===== src/rtl/rf_psum_drain_pkg.sv =====
// Shared definitions for the partial-sum register file: drain FSM state
// encoding, default widths and the entry-count derivation.
package rf_psum_drain_pkg;

    localparam int DEF_OUT_BITWIDTH       = 16;
    localparam int DEF_PSUM_ADDR_BITWIDTH = 2;

    typedef enum logic [1:0] {
        IDLE  = 2'd0,
        DRAIN = 2'd1,
        DONE  = 2'd2
    } psum_state_e;

    // Number of entries addressable with an aw-bit address.
    function automatic int psum_depth(input int aw);
        return 32'sd1 << aw;
    endfunction

endpackage : rf_psum_drain_pkg


===== src/rtl/rf_psum_mem.sv =====
// Partial-sum storage array: one synchronous write port, two combinational
// read ports (MAC feedback and drain), a clear-all and a clear-one input.
// Priority on an edge: clear-all, then clear-one, then write.
module rf_psum_mem
    import rf_psum_drain_pkg::*;
#(
    parameter int W  = DEF_OUT_BITWIDTH,
    parameter int AW = DEF_PSUM_ADDR_BITWIDTH
) (
    input  logic          clk,
    input  logic          rst_n,
    input  logic          clr_all,
    input  logic          clr_one,
    input  logic [AW-1:0] clr_idx,
    input  logic          wr_en,
    input  logic [AW-1:0] wr_addr,
    input  logic [W-1:0]  wr_data,
    input  logic [AW-1:0] rd_a_addr,
    output logic [W-1:0]  rd_a_data,
    input  logic [AW-1:0] rd_b_addr,
    output logic [W-1:0]  rd_b_data
);

    localparam int DEPTH = psum_depth(AW);

    logic [W-1:0] mem_r [DEPTH];

    // Storage update: async zero on reset, then clear-all / clear-one / write.
    always_ff @(posedge clk or negedge rst_n) begin
        if (!rst_n) begin
            for (int i = 0; i < DEPTH; i++) begin
                mem_r[i] <= {W{1'b0}};
            end
        end else if (clr_all) begin
            for (int i = 0; i < DEPTH; i++) begin
                mem_r[i] <= {W{1'b0}};
            end
        end else if (clr_one) begin
            mem_r[clr_idx] <= {W{1'b0}};
        end else if (wr_en) begin
            mem_r[wr_addr] <= wr_data;
        end
    end

    assign rd_a_data = mem_r[rd_a_addr];
    assign rd_b_data = mem_r[rd_b_addr];

endmodule : rf_psum_mem


===== src/rtl/rf_psum_drain.sv =====
// Partial-sum register file with MAC feedback read port and a drain FSM that
// streams every entry to the global buffer over valid/ready, zeroing each
// entry as it is accepted.
// Optional build macro: RF_PSUM_BYPASS_EN enables write-through forwarding of
// psum_in onto sum_out when an IDLE write targets read_addr.
module rf_psum_drain
    import rf_psum_drain_pkg::*;
#(
    parameter int OUT_BITWIDTH       = DEF_OUT_BITWIDTH,
    parameter int PSUM_ADDR_BITWIDTH = DEF_PSUM_ADDR_BITWIDTH
) (
    input  logic                          clk,
    input  logic                          rst_n,
    input  logic [OUT_BITWIDTH-1:0]       psum_in,
    input  logic [PSUM_ADDR_BITWIDTH-1:0] write_addr,
    input  logic                          out_en,
    input  logic [PSUM_ADDR_BITWIDTH-1:0] read_addr,
    output logic [OUT_BITWIDTH-1:0]       sum_out,
    input  logic                          clear,
    input  logic                          drain_start,
    output logic [OUT_BITWIDTH-1:0]       drain_data,
    output logic [PSUM_ADDR_BITWIDTH-1:0] drain_addr,
    output logic                          drain_valid,
    input  logic                          drain_ready,
    output logic                          drain_done,
    output logic                          busy,
    output logic                          wr_conflict
);

    localparam int AW    = PSUM_ADDR_BITWIDTH;
    localparam int W     = OUT_BITWIDTH;
    localparam int DEPTH = psum_depth(AW);

    localparam logic [AW-1:0] ZERO_IDX = AW'(0);
    localparam logic [AW-1:0] ONE_IDX  = AW'(1);
    localparam logic [AW-1:0] LAST_IDX = AW'(DEPTH - 1);

    psum_state_e   state_r;
    logic [AW-1:0] idx_r;
    logic [W-1:0]  drain_data_r;
    logic [AW-1:0] drain_addr_r;
    logic          drain_valid_r;
    logic          drain_done_r;
    logic          busy_r;
    logic          wr_conflict_r;

    logic          mem_clr_all_s;
    logic          mem_clr_one_s;
    logic          mem_wr_en_s;
    logic [AW-1:0] mem_rd_b_addr_s;
    logic [W-1:0]  mem_rd_a_data_s;
    logic [W-1:0]  mem_rd_b_data_s;
    logic          handshake_s;
    logic          wr_drop_s;
    logic [W-1:0]  start_data_s;
    logic [W-1:0]  sum_out_s;

    rf_psum_mem #(
        .W  (W),
        .AW (AW)
    ) u_mem (
        .clk       (clk),
        .rst_n     (rst_n),
        .clr_all   (mem_clr_all_s),
        .clr_one   (mem_clr_one_s),
        .clr_idx   (idx_r),
        .wr_en     (mem_wr_en_s),
        .wr_addr   (write_addr),
        .wr_data   (psum_in),
        .rd_a_addr (read_addr),
        .rd_a_data (mem_rd_a_data_s),
        .rd_b_addr (mem_rd_b_addr_s),
        .rd_b_data (mem_rd_b_data_s)
    );

    // Per-state memory control: writes only land in IDLE without clear,
    // the drain port looks one entry ahead of idx while draining.
    always_comb begin
        mem_clr_all_s   = 1'b0;
        mem_clr_one_s   = 1'b0;
        mem_wr_en_s     = 1'b0;
        mem_rd_b_addr_s = ZERO_IDX;
        handshake_s     = 1'b0;
        wr_drop_s       = 1'b0;
        case (state_r)
            IDLE: begin
                mem_clr_all_s = clear;
                mem_wr_en_s   = out_en & ~clear;
                wr_drop_s     = out_en & clear;
            end
            DRAIN: begin
                handshake_s     = drain_valid_r & drain_ready;
                mem_clr_one_s   = handshake_s;
                mem_rd_b_addr_s = idx_r + ONE_IDX;
                wr_drop_s       = out_en;
            end
            DONE: begin
                wr_drop_s = out_en;
            end
            default: begin
                wr_drop_s = out_en;
            end
        endcase
    end

    // First drain payload sees a same-cycle write to entry 0.
    always_comb begin
        if (out_en && (write_addr == ZERO_IDX)) begin
            start_data_s = psum_in;
        end else begin
            start_data_s = mem_rd_b_data_s;
        end
    end

    // MAC feedback value, optionally forwarding the in-flight IDLE write.
    always_comb begin
`ifdef RF_PSUM_BYPASS_EN
        if ((state_r == IDLE) && out_en && !clear && (write_addr == read_addr)) begin
            sum_out_s = psum_in;
        end else begin
            sum_out_s = mem_rd_a_data_s;
        end
`else
        sum_out_s = mem_rd_a_data_s;
`endif
    end

    // Drain FSM with registered handshake, status and conflict outputs.
    always_ff @(posedge clk or negedge rst_n) begin
        if (!rst_n) begin
            state_r       <= IDLE;
            idx_r         <= ZERO_IDX;
            drain_data_r  <= {W{1'b0}};
            drain_addr_r  <= ZERO_IDX;
            drain_valid_r <= 1'b0;
            drain_done_r  <= 1'b0;
            busy_r        <= 1'b0;
            wr_conflict_r <= 1'b0;
        end else begin
            wr_conflict_r <= wr_drop_s;
            case (state_r)
                IDLE: begin
                    drain_done_r <= 1'b0;
                    if (!clear && drain_start) begin
                        state_r       <= DRAIN;
                        idx_r         <= ZERO_IDX;
                        drain_data_r  <= start_data_s;
                        drain_addr_r  <= ZERO_IDX;
                        drain_valid_r <= 1'b1;
                        busy_r        <= 1'b1;
                    end
                end
                DRAIN: begin
                    if (handshake_s) begin
                        if (idx_r == LAST_IDX) begin
                            drain_valid_r <= 1'b0;
                            drain_done_r  <= 1'b1;
                            state_r       <= DONE;
                        end else begin
                            idx_r        <= idx_r + ONE_IDX;
                            drain_data_r <= mem_rd_b_data_s;
                            drain_addr_r <= idx_r + ONE_IDX;
                        end
                    end
                end
                DONE: begin
                    drain_done_r <= 1'b0;
                    busy_r       <= 1'b0;
                    state_r      <= IDLE;
                end
                default: begin
                    state_r       <= IDLE;
                    drain_valid_r <= 1'b0;
                    drain_done_r  <= 1'b0;
                    busy_r        <= 1'b0;
                end
            endcase
        end
    end

    assign sum_out     = sum_out_s;
    assign drain_data  = drain_data_r;
    assign drain_addr  = drain_addr_r;
    assign drain_valid = drain_valid_r;
    assign drain_done  = drain_done_r;
    assign busy        = busy_r;
    assign wr_conflict = wr_conflict_r;

endmodule : rf_psum_drain

===== config.mk =====
export PLATFORM = sky130hd
export DESIGN_NAME = rf_psum_drain
export DESIGN_NICKNAME = d
export VERILOG_FILES = /design/src/rtl/rf_psum_drain_pkg.sv /design/src/rtl/rf_psum_mem.sv /design/src/rtl/rf_psum_drain.sv
export SDC_FILE = /design/constraint.sdc
export NUM_CORES = 1
export LEC_CHECK = 0
export CAP_MARGIN = 25
export CORE_MARGIN = 2
export CORE_UTILIZATION = 49
export DETAILED_ROUTE_END_ITERATION = 8
export PLACE_DENSITY = 0.76
export SYNTH_ARGS = -nofsm -noshare
export SYNTH_HDL_FRONTEND = slang
export SYNTH_SLANG_ARGS = --single-unit

===== constraint.sdc =====
create_clock -name clk -period 2.7 [get_ports clk]
set_input_delay 0.27 -clock clk [delete_from_list [all_inputs] [get_ports clk]]
set_output_delay 0.27 -clock clk [all_outputs]
set_load 0.005 [all_outputs]

## Yosys cells after proc, flatten, opt, wreduce, memory -nomap -nowiden

Cells that the tools add are included.

| operators by class | value |
|---|---|
| equality and inequality tests | 7 |
| muxes and demuxes | 40 |
| bitwise logic cells | 12 |
| $lt $le $gt $ge | 6 |
| add/subtract/negate cells | 1 |
| reductions and logical operators | 14 |

Operator list:

| kind | number |
|---|---|
| 64-bit two-way mux | 3 |
| 16-bit two-way mux | 10 |
| 64-bit AND | 1 |
| 16-bit binary-select mux with 2-bit select | 2 |
| 64-bit bitwise mux | 1 |
| 16-bit demux with 2-bit select | 2 |
| 64-bit inverter | 1 |
| 16-bit one-hot mux with 2 select lines | 1 |
| 2-bit two-way mux | 7 |
| 3-bit greater-or-equal comparator (second input constant) | 4 |
| 2-bit inverter with 3-bit output | 4 |
| 1-bit two-way mux | 10 |
| 2-bit != test (second input constant) | 4 |
| 2-bit one-hot mux with 2 select lines | 2 |
| 4-bit AND reduction | 2 |
| 3-bit by 1-bit < comparator with 1-bit output (second input constant) | 2 |
| 2-bit equality test (second input constant) | 2 |
| 1-bit logical AND | 4 |
| 2-bit logical NOT | 2 |
| 2-bit AND reduction | 2 |
| 1-bit AND | 3 |
| 1-bit inverter | 3 |
| 1-bit one-hot mux with 3 select lines | 1 |
| 3-bit AND reduction | 1 |
| 6 further kinds | 6 |

| word-level totals | value |
|---|---|
| output and inout bits | 38 |
| input bits | 26 |
| word-level logic and storage cells | 91 |
| register bits after elaboration | 88 |

## Longest topological paths before layout

Gate-level depths: netlist of run 1.

| logic depth | value |
|---|---|
| word-level depth | 9 |
| gate-level depth with buffers | 11 |
| mapped depth without buffers | 6 |

## Cells and area by module

From an unflattened synthesis of run 1, not the netlist that was laid out.

| unflattened totals | value |
|---|---|
| cell total of the unflattened synthesis | 360 |
| area, all modules | 4,481.8 µm² |

By module, submodules not included:

| module | cells each | instances | sequential area each (µm²) | area each (µm²) |
|---|---|---|---|---|
| rf_psum_mem | 249 | 1 | 1,601.5 | 3,261.9 |
| rf_psum_drain | 111 | 1 | 600.6 | 1,219.9 |

## Least setup slack after synthesis of run 1

OpenSTA, ideal clock, no wires.

| timing | value |
|---|---|
| path type | register to register |
| from | register, netlist name drain_addr[0] |
| to | register drain_data_r[0] (netlist: drain_data[0]) |
| period minus slack after synthesis | 2,715 ps |
| path slack | -15 ps |
| stages on the path, launching flop included | 12 |
| required time | 2,559 ps |
| setup time | 141 ps |
| buffers on the path | 5 |
| arrival | 2,574 ps |
| cell sequence | dfrtp_1 > clkbuf_1 > clkinv_1 > clkbuf_1 > ha_1 > clkbuf_1 > and3b_1 > clkbuf_1 > clkbuf_1 > a2bb2oi_1 > o211ai_1 > a31oi_1 |

RTL lines:

| element | RTL line | source |
|---|---|---|
| to (signal assigned) | rf_psum_drain.sv:133 | `drain_data_r <= {W{1'b0}};` |
| to (signal assigned) | rf_psum_drain.sv:147 | `drain_data_r <= start_data_s;` |
| to (signal assigned) | rf_psum_drain.sv:161 | `drain_data_r <= mem_rd_b_data_s;` |
| to (decl) | rf_psum_drain.sv:40 | `logic [W-1:0] drain_data_r;` |

==> run metrics, run 1 <==
outcome=finished, violations left; failing checks=negative hold slack; CTS hold repair buffers=0; post-synthesis compound-gate area fraction=between 20% and 30%; IO Pins=between 60 and 70; CTS resizes=0; Combinational Power Share=a little over 50%; clock-pin slew on the worst setup and hold paths=~0.090 ns; hpwl dp=about 7800 um; Diodes inserted=0; Most Crowded Layer GR=met2; Power, Total=roughly 5.5 mW; final setup violation count=0; worst stage delay on the critical path=0.52 ns; Internal Power=roughly 3.3 mW; cell area after layout=~5500 um2; via count=3683; CTS tree=done; Fmax achieved=431 MHz; Synth Area in Adders=around 1.1%; Die Ht=~100 um; VDD IR-drop max=just under 900 uV; Worst EP arrival=2.56 ns; Worst Setup End Kind=flip-flop; drt pass-1 iters=5; nature of the critical path startpoint=flip-flop; Mapped Nets=between 400 and 500; Top delay family on crit path=buffers and inverters; final worst path period need=2.32 ns; Pwr per Cell Area=slightly above 1000 nW/um2; clk_skew=~0.0093 ns; drt via density=between 6 and 7; Crit Path Max Fanout=10; crit-path cells=clkinv_1 > ha_1 > and3b_1 > buf_4 > a2bb2oi_1 > o211ai_1 > a31oi_1; area of the core=8810 um2; most common cell after layout, fill and taps aside=dfrtp_1; antenna violations before repair=0; fill cell count=between 700 and 800; nets=~470; worst path buffer plus inverter count=2; largest family of logic cells by synthesized area=compound AO/OA/AOI/OAI gates; top cell type's share of synthesized area=49.1%; Port Buffers=between 60 and 70; EDFF count, synth=0; Total Wirelength=around 13000 um; Mean Syn Cell Area=11.9 um2; worst skew pair latency=0.36 ns; CTS Buffer Depth=2; slowest cell on the critical path=dfrtp_1; Post-Place Setup Slack=0.337 ns; clk sinks=roughly 90; Final WS setup=around 0.38 ns; unrepaired setup endpoints after global routing=no; gr ovfl total=0; CP Class=flip-flop to flip-flop; M1 GR Usage=a little under two fifths; M2 GR Usage=around two fifths; Rows=34; Syn-to-layout area delta=21.4%; Yosys cell types=40; sw frac=39.7%; Initial Utilization=between 50% and 60%; Max-cap violations=0; Die Wd=roughly 100 um; hold_ws=-0.0119 ns; Psw=between 2 and 2.5 mW; most frequent cells in the layout=dfrtp_1, a22o_1, clkdlybuf4s50_1, nor2_1, a2bb2oi_1; Slew Limit Fails=0; postcts setup bufs=0; Synth warnings=0; first-pass GRT wire length=20600 um; gpl congestion=0.843; Total GRT Usage=a little over a quarter; Fin. Hold Viols=8; mux cell area share after synthesis=11.6%; Clock Tree Root=clkbuf_8; sequential cell area=~2200 um2; TNS Setup=0 ns; Post-Syn Instances=378; sequential share of power=~34%; Placement Cell Area=around 5300 um2; Clock H-tree levels=3; leak pwr=approximately 2.4 nW; FFs w/ async S/R, synth=100%; dpl cells=534; Die ar.=9940 um2; Post-Layout Cell Count=550; cts bufs inserted=9; DRC Markers=0; layout cells sized above 1=between 10% and 20%; clock share of power=between 10% and 20%; synthesis-stage register bit count=88; worst min path class=input port to async pin; number of global-route vias before repair=approximately 3700; Core Util, Final=slightly above 60%; relative slew slack=between 30% and 40%; Synth Cell Area=~4500 um2; largest area contributor in the netlist=dfrtp_1; wire length per cell=23.0 um; register area share after synthesis=49.1%; number of DRC markers in iteration 0=roughly 380; Critical Path RT=~2.9 ns; Worst Tran Pin Value=about 0.94 ns; Main synth FF type=dfrtp_1; met3 Use GR=roughly 6%; Post-Synth Simple-Gate Area=just under 8%; pin count of the biggest net entering global routing=between 60 and 70; post-synthesis xor/xnor area fraction=0%; crit share post-route=approximately 86%; Final ANT Viol Nets=0; Synth area leaders=dfrtp_1, a22o_1, mux4_2; multi-input logic area=about 2100 um2
==> worst reg2reg max path: stages (launching register included) <==
cell       delay, ns
dfrtp_1         0.52
clkinv_1        0.27
ha_1            0.37
and3b_1         0.41
buf_4           0.30
a2bb2oi_1       0.10
o211ai_1        0.12
a31oi_1         0.11
==> worst paths after layout <==
path                                    start              end  slack [ns]  cells after the start
worst min register to register     drain_done       drain_done        0.51                      1
max in group asynchronous               rst_n  u_mem.mem_r[29]        2.07                      2
worst min-delay path                    rst_n      drain_valid       -0.01                      1
min in group clk                       out_en      wr_conflict        0.50                      2
worst max-delay path            drain_addr[0]   drain_data[14]        0.38                      7
worst max register to register  drain_addr[0]   drain_data[14]        0.38                      7
==> state kept, by name, summed over array words and instances, names as in the netlist <==
name         cells
busy             1
drain_data      16
drain_valid      1
wr_conflict      1
u_mem.mem_r     64
state_r          2
drain_done       1
drain_addr       2
==> area by class of cell <==
class | instances | share of cell area, %
timing repair buffer | 82 | 14.6
tap | 108 | 2.48
inverter | 6 | 0.413
multi-input combinational | 250 | 38.7
clock buffer | 13 | 3.10
sequential | 88 | 40.4
clock inverter | 3 | 0.275
==> Yosys cell counts (all sizes together) (3+ instances only) <==
| cell type | count |
|---|---|
| ha | 4 |
| nand2 | 19 |
| clkbuf | 18 |
| mux2i | 16 |
| a22o | 64 |
| nor2 | 35 |
| nand3 | 3 |
| o22ai | 3 |
| a31oi | 17 |
| o211ai | 16 |
| a2bb2oi | 31 |
| buf | 16 |
| a21oi | 5 |
| dfrtp | 88 |
| inv | 5 |
| mux4 | 16 |
==> kinds of logic after synthesis <==
group | Yosys count
adders and majority gates | 4
and+or+nand+nor | 71
AOI/OAI and AO/OA | 143
buffers and inverters | 40
DFF | 88
muxes | 32
==> power groups by stage <==
stage | Sequential (mW) | Combinational, mW | Clock, mW
floorplan | 1.81 | 1.78 | 0
global placement | 1.87 | 2.66 | 0
detailed placement | 1.88 | 2.73 | 0
CTS | 1.86 | 2.74 | 0.884
global route | 1.90 | 2.97 | 0.931
finish | 1.86 | 2.77 | 0.868
==> routing by layer <==
metal / routed length (um) / up-vias
li1: - / 1583
met3: 1090 / 20
met5: 0 / -
met1: 5310 / 1867
met4: 176 / 0
met2: 6090 / 213
No activity file was read; power rests on OpenSTA's default activity.
==> inputs of run 2 (changes only) <==
- CTS_CLUSTER_SIZE: not set -> 20
- GPL_TIMING_DRIVEN: not set -> 0
==> run 2 against run 1 <==
Compared with the run above: the flow now finishes without violations; critical path depth decreased by 1; register-to-register slack got worse by 0.25 ns; final cell count increased by 2.0%; sequential share of layout area decreased by 0.29 points; combinational power increased by 3%; setup slack got worse by 0.25 ns; design area increased by 0.78%; non-clock buffer count increased by 11; maximum frequency decreased by 9.7%.
==> run metrics, run 2 (synthesis results as in run 1) <==
Die ar.=9940 um2; wire length per cell=about 23 um; reg2reg path depth=6; number of DRC markers in iteration 0=between 300 and 400; fill cell count=a little over 700; CTS Buffer Depth=2; Pwr per Cell Area=1040 nW/um2; Max Used Layer=met4; antenna violations before repair=0; critical path capture point=u_mem.mem_r[6]; drt pass-1 iters=5; CTS tree=done; multi-input logic area=2110 um2; Final WS setup=0.132 ns; Diodes inserted=0; r2r endpoint=u_mem.mem_r[6]; Clock Tree Root=clkbuf_8; flop2flop setup slack=approximately 0.13 ns; gr ovfl total=0; drt via density=a little under 7; Clock H-tree levels=3; Core Util, Final=between 60 and 70%; sequential cell area=2200 um2; Worst EP arrival=around 2.8 ns; Critical Path RT=a little under 3 ns; Placement Cell Area=5260 um2; postcts setup bufs=0; cts bufs inserted=9; worst skew pair latency=~0.36 ns; launch point of the worst path=state_r[0]; relative slew slack=between 40 and 50%; Syn-to-layout area delta=22.4%; CP Class=flip-flop to flip-flop; worst r2r src=state_r[0]; area of the core=approximately 8800 um2; TNS Setup=0 ns; Largest register FFs=64; gpl congestion=0.849; Total GRT Usage=~27%; clk sinks=88; unrepaired setup endpoints after global routing=no; Die Ht=about 100 um; leak pwr=roughly 2.4 nW; nets=around 480; VDD IR-drop max=a little under 600 uV; Power, Total=roughly 5.7 mW; number of global-route vias before repair=roughly 3800; crit share post-route=between 90% and 100%; met1 wire length=around 5400 um; first-pass GRT wire length=about 21000 um; Final ANT Viol Nets=0; DRC Markers=0; layout cells sized above 1=approximately 14%; clock-pin slew on the worst setup and hold paths=around 0.090 ns; Post-Place Setup Slack=-0.863 ns; Max-cap violations=0; most common cell after layout, fill and taps aside=dfrtp_1; clk_skew=0.00796 ns; via count=3795; Worst Setup End Kind=flip-flop; Crit Path Max Fanout=10; Initial Utilization=between 50% and 60%; Fmax achieved=~390 MHz; Die Wd=between 90 and 100 um; Slew Limit Fails=0; nature of the critical path startpoint=flip-flop; final worst path period need=2.57 ns; Port Buffers=61; pin count of the biggest net entering global routing=54; hpwl dp=around 8400 um; outcome=finished clean; wire length on met3=roughly 1300 um; IO Pins=64; Top reg by flops=u_mem.mem_r; Worst Tran Pin Value=0.775 ns; final setup violation count=0; most frequent cells in the layout=dfrtp_1, a22o_1, clkdlybuf4s50_1, nor2_1, a2bb2oi_1; Fin. Hold Viols=0; Rows=34; cell area after layout=about 5500 um2; routed wl met2=between 6000 and 7000 um; Total Wirelength=13000 um; worst min path class=input port to async pin
-- run 2: cell types whose count changed in the layout (fill, tap and decap cells not counted), moves of 3 or more --
cell and delta:
clkbuf_1 +11, clkinvlp_4 +3, buf_4 -17, clkbuf_2 +3
buf_2 +10, clkbuf_8 -3
-- run 2: how the worst min path moves through the flow --
stage,startpoint,end,slack (ns),cells past startpoint
after floorplan,rst_n,busy,-0.03,0
after global placement,drain_done,drain_done,0.48,1
after detailed placement,rst_n,state_r[0],0.27,1
after CTS,rst_n,drain_data[7],0.42,2
after global routing,rst_n,drain_data[7],0.45,2
final,rst_n,u_mem.mem_r[8],0.42,2
-- run 2: layout make-up --
type                    count  share of cell area, %
flip-flops and latches     88                   40.1
well taps                 108                   2.46
repair buffers             63                   11.8
clock inverters             7                   1.75
plain buffers              30                   2.76
clock buffers               9                   2.25
multi-input cells         250                   38.4
inverters                   6                  0.501
-- run 2: stage by stage --
| stage | hold WS, ns | cells |
|---|---|---|
| 2_1_floorplan | -0.0256 | 378 |
| 6_report | 0.416 | 561 |
| 5_1_grt | 0.447 | 561 |
| 3_3_place_gp | 0.477 | 547 |
| 4_1_cts | 0.425 | 562 |
| 3_5_place_dp | 0.269 | 548 |
-- run 2: per-layer routing --
metal	GRT usage [%]	vias to the layer above
met4	9.80	0
li1	-	1614
met2	42.0	236
met5	0	-
met3	5.20	22
met1	39.3	1923
-- run 2: critical path: stages (launching register included) --
cell,delay (ns)
dfrtp_1,0.39
or4b_1,0.51
buf_2,0.19
nor2_2,0.41
nor2_1,0.30
clkbuf_1,0.38
a22o_1,0.29
-- run 2: what timing repair did --
item	in CTS	in global routing
setup endpoints to repair	33	9
pin swaps	0	0
resized for setup	6	3
gates cloned	0	0
hold buffers	1	0
hold endpoints to repair	35	0
-- run 2: report_power, final --
group / switching [mW] / internal [mW]
logic: 1.55 / 1.31
registers: 0.236 / 1.61
clock network: 0.498 / 0.521
==> inputs of run 3 (changes only) <==
- CELL_PAD_IN_SITES_DETAIL_PLACEMENT: not set -> 0
- CELL_PAD_IN_SITES_GLOBAL_PLACEMENT: not set -> 2
- CORE_UTILIZATION: 49 -> 34
- CTS_BUF_LIST: not set -> sky130_fd_sc_hd__clkbuf_2
- PLACE_DENSITY: 0.76 -> not set
- PLACE_DENSITY_LB_ADDON: not set -> 0.1
==> run 3 against run 2 <==
Compared with the run above: combinational power grew 3%; maximum frequency is 0.78% higher; register-to-register slack better by 0.02 ns; sequential share of layout area increased by 0.47 points; die area grew 42%; first-iteration DRC count down 33%; clock power fell by 44%; wire length up 14%; utilization shrank 20 points; setup slack better by 0.020 ns; power down 6.6%; flip-flop and latch count did not move; largest cell class unchanged; largest power group unchanged.
==> run metrics, run 3 (synthesis results as in run 1) <==
worst skew pair latency=roughly 0.6 ns; cts bufs inserted=9; VDD IR-drop max=~740 uV; worst r2r src=drain_addr[0]; final worst path period need=2.55 ns; flop2flop setup slack=about 0.15 ns; Die ar.=14100 um2; first-pass GRT wire length=around 23000 um; Pwr per Cell Area=a little under 1000 nW/um2; Fin. Hold Viols=0; TNS Setup=0 ns; Slew Limit Fails=0; Die Ht=around 120 um; layout cells sized above 1=13.3%; number of global-route vias before repair=3703; Initial Utilization=about a third; nature of the critical path startpoint=flip-flop; Total GRT Usage=roughly 22%; nets=approximately 480; Port Buffers=a little over 60; number of DRC markers in iteration 0=between 200 and 300; Max-cap violations=0; Final WS setup=between 0.15 and 0.2 ns; gpl congestion=~0.83; relative slew slack=45.3%; Top reg by flops=u_mem.mem_r; leak pwr=~2.3 nW; Die Wd=approximately 120 um; crit share post-route=a little over nine tenths; Largest register FFs=64; outcome=finished clean; Clock H-tree levels=3; Clock Tree Root=clkbuf_2; Worst Tran Pin Value=slightly above 0.8 ns; CTS Buffer Depth=2; drt pass-1 iters=5; multi-input logic area=about 2100 um2; Rows=41; postcts setup bufs=0; worst min path class=input port to async pin; Post-Layout Cell Count=622; drt via density=5.84; Worst EP arrival=3.00 ns; Worst Setup End Kind=flip-flop; clk_skew=about 0.024 ns; fill cell count=~1200; Final ANT Viol Nets=0; gr ovfl total=0; final setup violation count=0; hpwl dp=9300 um; most common cell after layout, fill and taps aside=dfrtp_1; wire length per cell=between 20 and 25 um; CTS tree=done; most frequent cells in the layout=dfrtp_1, a22o_1, clkdlybuf4s50_1, nor2_1, a2bb2oi_1; r2r endpoint=drain_data[13]; area of the core=12800 um2; IO Pins=64; CP Class=flip-flop to flip-flop; clk sinks=88; Total Wirelength=around 15000 um; sequential cell area=roughly 2200 um2; antenna violations before repair=0; via count=roughly 3600; Fmax achieved=393 MHz; DRC Markers=0; Diodes inserted=0; Critical Path RT=about 3.2 ns; Syn-to-layout area delta=21.0%; Post-Place Setup Slack=-1.15 ns; pin count of the biggest net entering global routing=56; unrepaired setup endpoints after global routing=no; dpl cells=a little over 600; reg2reg path depth=7; clock-pin slew on the worst setup and hold paths=0.24 ns; Crit Path Max Fanout=20
-- run 3: per-stage QoR --
stage,hold slack (ns),power [mW],instance area (um2),utilization (%)
detailed placement,0.278,4.80,5340,41.8
global route,0.115,5.71,5430,42.5
floorplan,-0.0256,3.59,4490,-
CTS,0.132,5.37,5420,42.5
finish,0.143,5.35,5430,42.5
global placement,0.486,4.78,5320,41.6
-- run 3: power breakdown --
group / switching, mW / internal, mW / total, mW
Combinational: 1.63 / 1.31 / 2.94
Clock: 0.464 / 0.103 / 0.567
Sequential: 0.228 / 1.61 / 1.84
-- run 3: final cells by class --
| type | count | share of cell area [%] |
|---|---|---|
| clock inverter | 3 | 0.230 |
| timing repair buffer | 63 | 11.9 |
| clock buffer | 10 | 0.922 |
| buffer | 30 | 2.90 |
| sequential | 88 | 40.6 |
| inverter | 6 | 0.507 |
| tap | 172 | 3.96 |
| multi-input combinational | 250 | 39.0 |
-- run 3: worst max-delay path by stage --
stage,end,cells after the start,start
after floorplan,drain_data[2],11,drain_addr[0]
after global placement,u_mem.mem_r[9],1,rst_n
after detailed placement,drain_data[1],11,drain_addr[0]
after CTS,drain_data[13],7,drain_addr[0]
after global routing,drain_data[13],7,drain_addr[0]
final,drain_data[13],7,drain_addr[0]
-- run 3: worst max-delay path, cell delays in order, from the launching register on --
cell,delay [ns]
dfrtp_2,0.55
clkinv_4,0.24
ha_2,0.53
and3b_2,0.38
clkbuf_2,0.36
a2bb2oi_1,0.13
o211ai_1,0.12
a31oi_1,0.11
-- run 3: what timing repair did --
item                       in CTS  in global routing
gates resized for setup         9                  2
hold buffers                    1                  0
hold endpoints to repair       33                  0
pin swaps                       0                  0
setup endpoints to repair      50                 19
-- run 3: metal layers --
layer / up-vias / track usage [%] / part of all wire [%]
met3: 16 / 6.08 / 6.7
met5: - / 0 / 0
met4: 0 / 5.58 / 1.5
met1: 1845 / 31.2 / 46
met2: 157 / 32.5 / 46
li1: 1612 / - / -
